$ cat src/rtl/shift_count_register_if.sv
// Bus bundle for shift_count_register: command strobes, operands and register/status outputs.
// The master drives the strobes and operands; the slave is the register itself.
interface shift_count_register_if #(
  parameter int N   = 16,
  parameter int SHW = 5
);
  logic           load;
  logic           inc;
  logic           dec;
  logic           shl;
  logic           shr;
  logic           clear;
  logic [SHW-1:0] shamt;
  logic [N-1:0]   data;
  logic [N-1:0]   Q;
  logic           E;
  logic           zero;
  logic           busy;
  logic           done;
  logic           dbg_state;

  // Handshake: a strobe is accepted at a rising edge only while busy==0.
  // shl/shr with shamt=k>0 raises busy for exactly k cycles. Strobes seen
  // while busy==1 are dropped. done pulses for the one cycle after the last
  // rotate step, and a new command may be presented during that cycle.
  modport master (
    output load, inc, dec, shl, shr, clear, shamt, data,
    input  Q, E, zero, busy, done, dbg_state
  );

  modport slave (
    input  load, inc, dec, shl, shr, clear, shamt, data,
    output Q, E, zero, busy, done, dbg_state
  );
endinterface

$ cat src/rtl/shift_count_register.sv
// Accumulator-style register: load/inc/dec/clear plus multi-cycle rotate through E.
// Optional macro SATURATE_EN makes inc/dec saturate instead of wrapping.
module shift_count_register #(
  parameter int N   = 16,
  parameter int SHW = 5
) (
  input  logic                    clk,
  input  logic                    reset_n,
  shift_count_register_if.slave   bus
);

  typedef enum logic {
    IDLE  = 1'b0,
    SHIFT = 1'b1
  } state_t;

  localparam logic [N-1:0]   ONE_N   = {{(N-1){1'b0}}, 1'b1};
  localparam logic [SHW-1:0] ONE_SHW = {{(SHW-1){1'b0}}, 1'b1};

  state_t         r_state;
  logic           r_dir_left;
  logic [SHW-1:0] r_count;
  logic [N-1:0]   r_q;
  logic           r_e;
  logic           r_busy;
  logic           r_done;

  always_ff @(posedge clk) begin
    if (!reset_n) begin
      r_state    <= IDLE;
      r_dir_left <= 1'b0;
      r_count    <= '0;
      r_q        <= '0;
      r_e        <= 1'b0;
      r_busy     <= 1'b0;
      r_done     <= 1'b0;
    end else begin
      r_done <= 1'b0;
      case (r_state)
        IDLE: begin
          if (bus.load) begin
            r_q <= bus.data;
          end else if (bus.inc) begin
`ifdef SATURATE_EN
            if (&r_q) begin
              r_e <= 1'b1;
            end else begin
              r_q <= r_q + ONE_N;
              r_e <= 1'b0;
            end
`else
            {r_e, r_q} <= {1'b0, r_q} + {1'b0, ONE_N};
`endif
          end else if (bus.dec) begin
`ifdef SATURATE_EN
            if (r_q == '0) begin
              r_e <= 1'b1;
            end else begin
              r_q <= r_q - ONE_N;
              r_e <= 1'b0;
            end
`else
            r_q <= r_q - ONE_N;
            r_e <= (r_q == '0);
`endif
          end else if (bus.shl || bus.shr) begin
            // A zero rotate count is a no-op: no busy, no done.
            if (bus.shamt != '0) begin
              r_dir_left <= bus.shl;
              r_count    <= bus.shamt;
              r_state    <= SHIFT;
              r_busy     <= 1'b1;
            end
          end else if (bus.clear) begin
            r_q <= '0;
            r_e <= 1'b0;
          end
        end

        SHIFT: begin
          if (r_dir_left) begin
            {r_e, r_q} <= {r_q, r_e};
          end else begin
            {r_e, r_q} <= {r_q[0], r_e, r_q[N-1:1]};
          end
          r_count <= r_count - ONE_SHW;
          if (r_count == ONE_SHW) begin
            r_state <= IDLE;
            r_busy  <= 1'b0;
            r_done  <= 1'b1;
          end
        end

        default: begin
          r_state <= IDLE;
          r_busy  <= 1'b0;
        end
      endcase
    end
  end

  assign bus.Q         = r_q;
  assign bus.E         = r_e;
  assign bus.zero      = (r_q == '0);
  assign bus.busy      = r_busy;
  assign bus.done      = r_done;
  assign bus.dbg_state = r_state;

endmodule

$ cat src/flat_wrapper.sv
// flat-port wrapper written by rule: the top's interface ports become plain ports
module shift_count_register_flat 
#(
  parameter int N   = 16,
  parameter int SHW = 5
)
  (clk, reset_n, bus_load, bus_inc, bus_dec, bus_shl, bus_shr, bus_clear, bus_shamt, bus_data, bus_Q, bus_E, bus_zero, bus_busy, bus_done, bus_dbg_state);
  shift_count_register_if #(.N(N), .SHW(SHW)) bus_i ();
  input  logic clk;
  input  logic reset_n;
  input wire logic [$bits(bus_i.load)-1:0] bus_load;
  input wire logic [$bits(bus_i.inc)-1:0] bus_inc;
  input wire logic [$bits(bus_i.dec)-1:0] bus_dec;
  input wire logic [$bits(bus_i.shl)-1:0] bus_shl;
  input wire logic [$bits(bus_i.shr)-1:0] bus_shr;
  input wire logic [$bits(bus_i.clear)-1:0] bus_clear;
  input wire logic [$bits(bus_i.shamt)-1:0] bus_shamt;
  input wire logic [$bits(bus_i.data)-1:0] bus_data;
  output wire logic [$bits(bus_i.Q)-1:0] bus_Q;
  output wire logic [$bits(bus_i.E)-1:0] bus_E;
  output wire logic [$bits(bus_i.zero)-1:0] bus_zero;
  output wire logic [$bits(bus_i.busy)-1:0] bus_busy;
  output wire logic [$bits(bus_i.done)-1:0] bus_done;
  output wire logic [$bits(bus_i.dbg_state)-1:0] bus_dbg_state;
  assign bus_i.load = bus_load;
  assign bus_i.inc = bus_inc;
  assign bus_i.dec = bus_dec;
  assign bus_i.shl = bus_shl;
  assign bus_i.shr = bus_shr;
  assign bus_i.clear = bus_clear;
  assign bus_i.shamt = bus_shamt;
  assign bus_i.data = bus_data;
  assign bus_Q = bus_i.Q;
  assign bus_E = bus_i.E;
  assign bus_zero = bus_i.zero;
  assign bus_busy = bus_i.busy;
  assign bus_done = bus_i.done;
  assign bus_dbg_state = bus_i.dbg_state;
  shift_count_register #(.N(N), .SHW(SHW)) u_core (.clk(clk), .reset_n(reset_n), .bus(bus_i));
endmodule
$ cat config.mk
export PLATFORM = sky130hd
export DESIGN_NAME = shift_count_register_flat
export DESIGN_NICKNAME = d
export VERILOG_FILES = /design/src/rtl/shift_count_register_if.sv /design/src/rtl/shift_count_register.sv /design/src/flat_wrapper.sv
export SDC_FILE = /design/constraint.sdc
export NUM_CORES = 1
export LEC_CHECK = 0
export ABC_CLOCK_PERIOD_IN_PS = 2300
export CAP_MARGIN = 0
export CORE_UTILIZATION = 49
export CTS_BUF_LIST = sky130_fd_sc_hd__clkbuf_4 sky130_fd_sc_hd__clkbuf_8
export DETAILED_ROUTE_END_ITERATION = 10
export GPL_ROUTABILITY_DRIVEN = 0
export PLACE_DENSITY = 0.8
export SYNTH_ARGS = -nofsm -noshare
export SYNTH_HDL_FRONTEND = slang
export SYNTH_SLANG_ARGS = --single-unit
$ cat constraint.sdc
create_clock -name clk -period 2.3 [get_ports clk]
set_input_delay 0.23 -clock clk [delete_from_list [all_inputs] [get_ports clk]]
set_output_delay 0.23 -clock clk [all_outputs]
set_load 0.05 [all_outputs]
==> impl_metrics.yaml <==
status:
  status: "finished with violations"
  violations: "setup timing"
routing:
  first_pass_iters: 5
  wl_um: 8430
  vias: 3023
  vias_per_cell: 6.46
  ant_nets: 0
  wl_per_cell_um: 18.0
  drc: 0
  first_iter_violations: 494
worst_setup_path:
  cp.arrival_ps: 2180
  startpoint_type: "register"
  crit_type: "register to output pin"
  setup.worst_path.end_class: "output pin"
  critPathMaxStageDelay_ps: 460
  crit_chain: "inv_4 > ha_4 > or4b_4 > or3_4 > buf_6 > nor4_4 > buf_12"
  critPathTopFamily: "simple AND/OR/NAND/NOR gates"
  r2r_setup_slack_ps: -60
  r2r-start: "u_core.bus.Q[1]$_SDFFE_PN0P_"
  crit_required_ps: 2070
  reg2reg_to: "u_core.bus.Q[12]$_SDFFE_PN0P_"
  slowest_stage: "or4b_4"
  reg2reg_depth: 8
  path_buf_inv: 3
  path_max_fanout: 4
  crit_cells: 7
synth:
  synthArstFlopShare: 0
  synth_top_family_by_area: "compound AO/OA/AOI/OAI gates"
  yosysSeqAreaShare: 0.212
  ys.flop_type: "dfxtp_1"
  synth_edf_count: 0
  synth.distinct_cells: 66
  syn_avg_cell_area_um2: 7.41
  syn_inst: 332
  synth_mux_area_frac: 0.0931
  synth_fa_ha_area_frac: 0.0204
  syn-num-nets: 365
  yosysWarnings: 0
  synth-compound-area-share: 0.327
  synthSimpleGateAreaFrac: 0.252
  syn_area_um2: 2460
  synth-seq-cells: 26
  synthXorXnorAreaFrac: 0.0142
sta:
  relSlewSlack: 0.572
  fin_crit_sh: 1.05
  rsz0062_at_grt: "true"
  finalHoldViolations: 0
  drv_slew: 0
  final.setup.worst_slack_ps: -114
  setup-violations-final: 2
  finalClockSkew_ps: 12.1
  holdWs_ps: 537
  max_freq_mhz: 414
  period_needed_ps: 2410
  worst_pin_slew_ps: 642
pwr:
  max-vdd-ir-drop_mv: 0.235
  p_total_uw: 1620
  p_seq_frac: 0.329
  p_leak_uw: 0.00127
  p_comb_frac: 0.473
  p_switching_uw: 636
  p_per_area_nw_per_um2: 476
  clkPwrFrac: 0.198
  p_int_uw: 979
  p_sw_frac: 0.394
min_path:
  min_from: "u_core.bus.busy$_SDFFE_PN0P_"
  min_to: "u_core.bus.busy$_SDFFE_PN0P_"
  hold_class: "register to register"
  min_delay_path_depth: 2
placement:
  dp.cells: 460
  post-dp-hpwl_um: 6110
  io_buffers: 49
clocking:
  clock-root-buffer: "clkbuf_8"
  tritoncts: "built"
  clockBufferDepth: 2
  clk_pin_slew_ps: 90
  cts_sinks: 26
  htree_num_levels: 1
  cts_buffers: 3
  clk_latency_ps: 290
floorplanning:
  die_w_um: 72.8
  die_h_um: 72.8
  die-area_um2: 5300
  coreArea_um2: 4790
  initial_utilization: 0.514
  pin_count: 50
  row_count: 25
layout:
  num-nets-final: 435
  mostFrequentLayoutCells: "buf_4, clkdlybuf4s50_1, nand2_1"
  layout_commonest_cell: "buf_4"
  diodes: 0
  area_growth_pct: 38.1
  drive_gt1_frac: 0.222
  stdcell_count: 468
global_routing:
  grt_max_degree: 20
  grtUsageMet2: 0.502
  grt-ovfl-total: 0
  use_met3: 0.0594
  grt_busiest_layer: "met2"
  grt_pass1_vias: 2803
  gr-usage-all-layers: 0.335
  grt_pass1_wl_um: 13800
  grt_antenna_before_repair: 0
  grt_util_met1: 0.463
job:
  maxCapViolations: 0
-- worst register-to-register path, delay by kind of cell, from the launching register on --
family / cells / cell delay (ps)
adder cells (fa/ha/maj): 1 / 120
AND/OR/NAND/NOR: 3 / 1310
AO/OA/AOI/OAI: 2 / 330
flip-flops: 1 / 360
buffers and inverters: 2 / 210
-- stage by stage --
| step | setup slack (ps) | util | cell area, um2 | setup TNS (ps) |
|---|---|---|---|---|
| finish | -114 | 0.709 | 3390 | -173 |
| global route | -170 | 0.709 | 3390 | -288 |
| CTS | -115 | 0.708 | 3390 | -125 |
| detailed placement | -11.4 | 0.691 | 3310 | -14.4 |
| global placement | 62.2 | 0.691 | 3310 | 0 |
| floorplan | -202 | - | 2510 | -430 |
-- worst max path at each step --
stage                                             from                       endpoint
after floorplan           u_core.bus.Q[1]$_SDFFE_PN0P_  u_core.bus.Q[12]$_SDFFE_PN0P_
after global placement    u_core.bus.Q[0]$_SDFFE_PN0P_  u_core.bus.Q[12]$_SDFFE_PN0P_
after detailed placement  u_core.bus.Q[1]$_SDFFE_PN0P_  u_core.bus.Q[12]$_SDFFE_PN0P_
after CTS                 u_core.bus.Q[1]$_SDFFE_PN0P_                       bus_zero
after global routing      u_core.bus.Q[1]$_SDFFE_PN0P_                       bus_zero
final                     u_core.bus.Q[1]$_SDFFE_PN0P_                       bus_zero
-- cell families after synthesis --
| kind of cell | after synthesis |
|---|---|
| buffers and inverters | 51 |
| multiplexers | 22 |
| XOR/XNOR | 4 |
| AO/OA/AOI/OAI | 108 |
| flip-flops | 26 |
| adder cells (fa/ha/maj) | 4 |
| AND/OR/NAND/NOR | 117 |
-- cell type report --
cell class	count	area [um2]
multi-input cells	255	1770
fillers	379	1390
repair buffers	102	900
flip-flops and latches	26	529
well taps	67	83.8
clock buffers	4	55.1
inverters	14	55.1
-- power groups by stage --
stage	registers (uW)	clock network (uW)	logic, uW
2_1_floorplan	625	0	373
3_3_place_gp	538	0	718
3_5_place_dp	539	0	730
4_1_cts	529	321	745
5_1_grt	535	333	812
6_report	531	320	764
-- synth_stat cells (all sizes together), types with 2 or more instances --
cell type,count,area [um2]
buf,9,42.5
a21oi,17,85.1
o221ai,2,17.5
nor3,10,50.1
or2,3,18.8
nand4,4,25.0
a22oi,3,22.5
a31oi,7,43.8
nand2,27,101
o21ai,18,90.1
o311a,2,20.0
a221oi,5,43.8
or3,3,23.8
mux2,7,78.8
o211a,2,20.0
ha,4,50.1
a22o,2,17.5
a41oi,2,17.5
dfxtp,26,521
nor2,21,78.8
o2111ai,2,17.5
and3,2,12.5
nand2b,4,25.0
o21a,2,15.0
and2,3,18.8
a21boi,7,52.6
a211oi,4,40.0
o221a,3,33.8
nand3,11,55.1
o31ai,3,22.5
nor2b,8,50.1
inv,13,48.8
xor2,2,17.5
o311ai,3,26.3
xnor2,2,17.5
a222oi,3,30.0
o211ai,3,22.5
mux2i,15,150
o31a,5,43.8
nand3b,2,15.0
nor4,12,75.1
or4,3,30.0
clkbuf,28,105
-- layer usage --
metal / vias to the layer above / share of wire
li1: 1406 / -
met2: 223 / 0.42
met1: 1362 / 0.43
met3: 32 / 0.12
met5: - / 0
met4: 0 / 0.032
-- registers in the layout, summed over array words and instances, names as in the netlist --
name and flops:
u_core.bus.E 1, u_core.r_dir_left 1, u_core.bus.dbg_state 1, u_core.bus.Q 16, u_core.bus.busy 1, u_core.bus.done 1, u_core.r_count 5
-- repair_timing --
item                                    4_1_cts  5_1_grt
endpoints found under the setup margin        2        2
pin swaps                                     3        3
buffers inserted                              3        1
hold endpoints to repair                      0        0
hold buffers                                  0        0
gates resized for setup                       1        0
Power figures use the tool's default switching activity.
